<file path="src/rtl/sync_event_pkg.sv">
// Shared constants for the event-synchronizer transmit side: FSM encoding and phase counter width.
package sync_event_pkg;

    localparam int CNT_WIDTH = 8;

    typedef enum logic [1:0] {
        ST_IDLE = 2'd0,
        ST_HIGH = 2'd1,
        ST_LOW  = 2'd2
    } state_t;

endpackage

</file>
<file path="src/rtl/sync_event_tx_chan.sv">
// One transmit channel: stretches queued event requests into HIGH/LOW-timed level pulses.
// Optional sticky saturation flag when SYNC_EVENT_TX_OVERFLOW_EN is defined.
module sync_event_tx_chan
    import sync_event_pkg::*;
#(
    parameter int HIGH_CYCLES = 4,
    parameter int LOW_CYCLES  = 4,
    parameter int PEND_WIDTH  = 4
) (
    input  logic       clk,
    input  logic       resetn,
    input  logic       in_event,
`ifdef SYNC_EVENT_TX_OVERFLOW_EN
    input  logic       overflow_clr,
    output logic       overflow,
`endif
    output logic       out_event,
    output logic [1:0] state,
    output logic       pend_nz
);

    localparam logic [CNT_WIDTH-1:0]  HIGH_LOAD = CNT_WIDTH'(HIGH_CYCLES - 1);
    localparam logic [CNT_WIDTH-1:0]  LOW_LOAD  = CNT_WIDTH'(LOW_CYCLES - 1);
    localparam logic [CNT_WIDTH-1:0]  CNT_ONE   = CNT_WIDTH'(1);
    localparam logic [PEND_WIDTH-1:0] PEND_ONE  = PEND_WIDTH'(1);
    localparam logic [PEND_WIDTH-1:0] PEND_MAX  = '1;

    state_t                st;
    logic [CNT_WIDTH-1:0]  cnt;
    logic [PEND_WIDTH-1:0] pending;
    logic                  req;
    logic                  consume;
    logic                  drop;

    assign req     = in_event | (pending != '0);
    assign consume = req & ((st == ST_IDLE) | ((st == ST_LOW) & (cnt == '0)));
    assign drop    = in_event & ~consume & (pending == PEND_MAX);
    assign state   = st;
    assign pend_nz = (pending != '0);

    always_ff @(posedge clk) begin
        if (!resetn) begin
            st        <= ST_IDLE;
            cnt       <= '0;
            pending   <= '0;
            out_event <= 1'b0;
        end else begin
            case (st)
                ST_IDLE: begin
                    if (req) begin
                        st        <= ST_HIGH;
                        cnt       <= HIGH_LOAD;
                        out_event <= 1'b1;
                    end
                end
                ST_HIGH: begin
                    if (cnt == '0) begin
                        st        <= ST_LOW;
                        cnt       <= LOW_LOAD;
                        out_event <= 1'b0;
                    end else begin
                        cnt <= cnt - CNT_ONE;
                    end
                end
                ST_LOW: begin
                    if (cnt != '0) begin
                        cnt <= cnt - CNT_ONE;
                    end else if (req) begin
                        st        <= ST_HIGH;
                        cnt       <= HIGH_LOAD;
                        out_event <= 1'b1;
                    end else begin
                        st <= ST_IDLE;
                    end
                end
                default: begin
                    st        <= ST_IDLE;
                    cnt       <= '0;
                    out_event <= 1'b0;
                end
            endcase

            // A coincident arrival and consume leaves the queue depth unchanged.
            if (in_event && !consume && !drop) begin
                pending <= pending + PEND_ONE;
            end else if (!in_event && consume) begin
                pending <= pending - PEND_ONE;
            end
        end
    end

`ifdef SYNC_EVENT_TX_OVERFLOW_EN
    always_ff @(posedge clk) begin
        if (!resetn) begin
            overflow <= 1'b0;
        end else begin
            overflow <= (overflow & ~overflow_clr) | drop;
        end
    end
`endif

endmodule

</file>
<file path="src/rtl/sync_event_tx.sv">
// Source-domain event stretcher: NUM_OF_EVENTS independent channels feeding a CDC receiver.
// Define SYNC_EVENT_TX_OVERFLOW_EN to add the sticky overflow / overflow_clr ports.
module sync_event_tx
    import sync_event_pkg::*;
#(
    parameter int NUM_OF_EVENTS = 1,
    parameter int HIGH_CYCLES   = 4,
    parameter int LOW_CYCLES    = 4,
    parameter int PEND_WIDTH    = 4
) (
    input  logic                     clk,
    input  logic                     resetn,
    input  logic [NUM_OF_EVENTS-1:0] in_event,
`ifdef SYNC_EVENT_TX_OVERFLOW_EN
    input  logic [NUM_OF_EVENTS-1:0] overflow_clr,
    output logic [NUM_OF_EVENTS-1:0] overflow,
`endif
    output logic [NUM_OF_EVENTS-1:0] out_event,
    output logic [NUM_OF_EVENTS-1:0] busy
);

    for (genvar i = 0; i < NUM_OF_EVENTS; i++) begin : g_chan
        logic [1:0] chan_state;
        logic       chan_pend_nz;

        sync_event_tx_chan #(
            .HIGH_CYCLES (HIGH_CYCLES),
            .LOW_CYCLES  (LOW_CYCLES),
            .PEND_WIDTH  (PEND_WIDTH)
        ) u_chan (
            .clk          (clk),
            .resetn       (resetn),
            .in_event     (in_event[i]),
`ifdef SYNC_EVENT_TX_OVERFLOW_EN
            .overflow_clr (overflow_clr[i]),
            .overflow     (overflow[i]),
`endif
            .out_event    (out_event[i]),
            .state        (chan_state),
            .pend_nz      (chan_pend_nz)
        );

        assign busy[i] = (chan_state != ST_IDLE) | chan_pend_nz;
    end

endmodule

</file>
<file path="config.mk">
export PLATFORM = sky130hd
export DESIGN_NAME = sync_event_tx
export DESIGN_NICKNAME = d
export VERILOG_FILES = /design/src/rtl/sync_event_pkg.sv /design/src/rtl/sync_event_tx_chan.sv /design/src/rtl/sync_event_tx.sv
export SDC_FILE = /design/constraint.sdc
export NUM_CORES = 1
export LEC_CHECK = 0
export CORE_MARGIN = 4
export CORE_UTILIZATION = 35
export CTS_BUF_LIST = sky130_fd_sc_hd__clkbuf_16
export DETAILED_ROUTE_END_ITERATION = 10
export GPL_TIMING_DRIVEN = 0
export MAX_ROUTING_LAYER = met4
export SLEW_MARGIN = 30
export SYNTH_ARGS = -nofsm -noshare
export SYNTH_HDL_FRONTEND = slang
export SYNTH_HIERARCHICAL = 1
export SYNTH_SLANG_ARGS = --single-unit
</file>
<file path="constraint.sdc">
create_clock -name clk -period 3 [get_ports clk]
set_input_delay 0.6 -clock clk [delete_from_list [all_inputs] [get_ports clk]]
set_output_delay 0.6 -clock clk [all_outputs]
set_load 0.03 [all_outputs]
</file>
==> results of run 1 <==
-- worst paths after layout --
kind / slack (ns) / startpoint / to / cells after the start
worst max register to register: 0.26 / g_chan[0].u_chan/cnt[0] / g_chan[0].u_chan/pending[3] / 11
worst min-delay path: 0.50 / g_chan[0].u_chan/cnt[1] / g_chan[0].u_chan/cnt[1] / 2
worst max-delay path: 0.26 / g_chan[0].u_chan/cnt[0] / g_chan[0].u_chan/pending[3] / 11
worst min register to register: 0.50 / g_chan[0].u_chan/cnt[1] / g_chan[0].u_chan/cnt[1] / 2
-- synth_stat cells --
library cell / count / area, sq um
a31oi_1: 4 / 25.0
xor2_1: 1 / 8.76
a211oi_1: 2 / 15.0
o311ai_0: 2 / 17.5
mux2_4: 1 / 15.0
nand2b_1: 3 / 18.8
or4b_4: 1 / 13.8
o2111a_1: 1 / 11.3
inv_1: 8 / 30.0
xnor2_1: 2 / 17.5
a41oi_1: 1 / 8.76
nand3_1: 4 / 20.0
buf_2: 1 / 5.00
nand4_1: 2 / 12.5
nor4_1: 2 / 12.5
a21o_1: 1 / 7.51
a211oi_2: 1 / 12.5
clkbuf_1: 2 / 7.51
mux2i_1: 1 / 10.0
or2_2: 1 / 6.26
or3_1: 2 / 12.5
o21ai_1: 2 / 10.0
o41ai_4: 1 / 27.5
a21oi_1: 14 / 70.1
ha_1: 3 / 37.5
nor3_1: 3 / 15.0
and2_1: 2 / 12.5
nor4b_2: 1 / 15.0
a32oi_2: 1 / 16.3
dfxtp_1: 15 / 300
o22a_1: 1 / 8.76
nand2_1: 7 / 26.3
nor2_2: 1 / 6.26
fa_1: 1 / 20.0
o2111ai_1: 1 / 8.76
nor2_1: 10 / 37.5
o21ai_0: 6 / 30.0
-- kinds of logic after synthesis --
family          count (synthesis)  synth area share [%]
mux                             2                  2.69
fa+ha+maj                       4                  6.19
compound gates                 38                  28.9
simple gates                   39                  22.5
buf+inv                        11                  4.58
xor+xnor                        3                  2.83
flops                          15                  32.3
-- layer usage --
layer / part of all wire [%] / track usage (%)
met5: 0 / -
met4: 2.8 / 8.54
met3: 4.6 / 3.92
met2: 45 / 20.3
met1: 47 / 16.1
-- tightest hold or removal path, cell delays in order (launching register included) --
cell and delay (ns):
dfxtp_1 0.32, inv_1 0.07, a21oi_1 0.06
-- stage by stage --
stage	cell area (sq um)	total power (uW)	utilization [%]	hold WS (ns)	std cells
2_1_floorplan	930	1030	-	0.459	112
3_3_place_gp	997	1190	39.9	0.485	145
3_5_place_dp	997	1210	39.9	0.493	145
4_1_cts	1080	1480	43.1	0.502	149
5_1_grt	1080	1600	43.1	0.519	149
6_report	1080	1480	43.1	0.496	149
-- cell type report --
type	instances	area [sq um]	area share, %
Buffer	3	12.5	1.16
Clock buffer	3	75.1	6.97
Clock inverter	1	5.00	0.465
Inverter	8	30.0	2.79
Multi-Input combinational cell	86	587	54.5
Sequential cell	15	300	27.9
Tap cell	30	37.5	3.48
Timing Repair Buffer	3	30.0	2.79
-- flip-flops by register name, summed over array words and instances, names as in the netlist --
name	count
g_chan.u_chan/out_event	1
g_chan.u_chan/cnt	8
g_chan.u_chan/state	2
g_chan.u_chan/pending	4
-- where the power goes --
part	total (uW)	leakage, uW	switching (uW)	internal, uW
clock network	264	0.0000409	85.5	178
registers	385	0.000123	104	281
logic	832	0.000237	484	348
==> impl_metrics.csv, run 1 <==
group,metric,value,unit
die,fp-row-count,18,
die,dieWidth,59.5,um
power,p_leak,0.000401,uW
global_route,grt_pass1_vias,793,
critical_path,worst-path-buf-inv,1,
status,outcome,"completed",
worst_hold_path,hold_class,"reg -> reg",
timing,slew_viol_final,0,
synth,syn_area,930,sq um
synth,ys_seq_area_share,32.3,%
timing,setup_viol,0,
global_route,grt_usage,13.7,%
cts,clockBufferDepth,2,
die,die_y,59.5,um
cts,clock_latency,0.25,ns
cts,cts_sinks,15,
route,ant_nets,0,
critical_path,critPathSlowestCell,"nor4b_2",
placement,globalplace.congestion,0.837,
critical_path,arrival,2.88,ns
cts,cts_setup_buffers,0,
critical_path,max_stage_delay,0.50,ns
cts,htree_levels,1,
synth,yosys.cell_types.count,37,
global_route,grt-ovfl-total,0,
die,initial_core_util,37.2,%
route,dr_total_vias,845,
finish,nNetsFinal,127,
route,routedWlPerCell,13.8,um
critical_path,critical_path.cell_chain,"inv_1 > ha_1 > nor4b_2 > a32oi_2 > nand2_1 > ha_1 > a21o_1 > a21oi_1 > nand2_1 > o22a_1 > mux2i_1",
route,drt_iter0_drc,35,
timing,max-slew-margin-rel,51.5,%
timing,period_needed,2.74,ns
route,via_per_inst,5.67,
die,design.die.area,3540,sq um
critical_path,crit_fanout,5,
placement,port-buffer-count,3,
cts,cts_root_buf,"clkbuf_16",
critical_path,crit_family,"compound AO/OA/AOI/OAI gates",
global_route,grt_max_degree,11,
power,p_per_area,1370,nW/um^2
global_route,grt_pass1_wl,3.48,mm
timing,fin_ws,0.255,ns
finish,final_common_cell,"dfxtp_1",
critical_path,required,3.14,ns
timing,worst_clock_skew,0.00306,ns
finish,diodes,0,
placement,place_ws,0.284,ns
cts,cts_buffers,3,
finish,drive_above_1_share,10.9,%
flow_run,max_cap_viol_count,0,
synth,ys_ff_latch,15,
finish,area_delta_synth_final,15.9,%
route,drt_wl_total,2.05,mm
power,peakVddDrop,0.000577,V
timing,fin_tns_setup,0,ns
cts,hold_buffers,0,
timing,rsz0062_at_grt,"false",
finish,fillCellCount,247,
synth,avgSynthCellArea,8.30,sq um
finish,mostFrequentLayoutCells,"dfxtp_1, a21oi_1, nor2_1",
critical_path,path_class,"reg -> reg",
global_route,antenna_found_initial,0,
route,first_pass_iters,4,
die,core,2500,sq um
cts,cts.clk_slew.worst_paths,0.05,ns
critical_path,cp-end-kind,"flop",
placement,dp_hpwl,1.50,mm
timing,hold_violations,0,
route,drcViolationCount,0,
timing,tightest_slew,0.719,ns
synth,synth_cells,112,
synth,ys_warn_count,6,
critical_path,cp-start-kind,"flop",
die,pin_count,5,
cts,post_cts_resized,0,
synth,syn_nets,119,
timing,max_freq,364,MHz
cts,cts_tree,"done",
timing,finalCritPeriodShare,91.5,%
Note: power is estimated with default switching activity, not from simulation.
==> run 2, diff against run 1 <==
--- a/config.mk
+++ b/config.mk
@@ -8,6 +8,7 @@
 export CORE_MARGIN = 4
 export CORE_UTILIZATION = 35
 export CTS_BUF_LIST = sky130_fd_sc_hd__clkbuf_16
+export CTS_CLUSTER_DIAMETER = 60
 export DETAILED_ROUTE_END_ITERATION = 10
 export GPL_TIMING_DRIVEN = 0
 export MAX_ROUTING_LAYER = met4
==> constraint.sdc (replaced) <==
create_clock -name clk -period 3 [get_ports clk]
set_input_delay 0.45 -clock clk [delete_from_list [all_inputs] [get_ports clk]]
set_output_delay 0.45 -clock clk [all_outputs]
set_load 0.03 [all_outputs]
==> results of run 2 <==
No change in the layout: final DEF, timing and power equal those of run 1.
==> run 3, diff against run 2 <==
--- a/config.mk
+++ b/config.mk
@@ -12,6 +12,7 @@
 export DETAILED_ROUTE_END_ITERATION = 10
 export GPL_TIMING_DRIVEN = 0
 export MAX_ROUTING_LAYER = met4
+export SKIP_CTS_REPAIR_TIMING = 1
 export SLEW_MARGIN = 30
 export SYNTH_ARGS = -nofsm -noshare
 export SYNTH_HDL_FRONTEND = slang
==> results of run 3 <==
No change in the layout: final DEF, timing and power equal those of run 1.
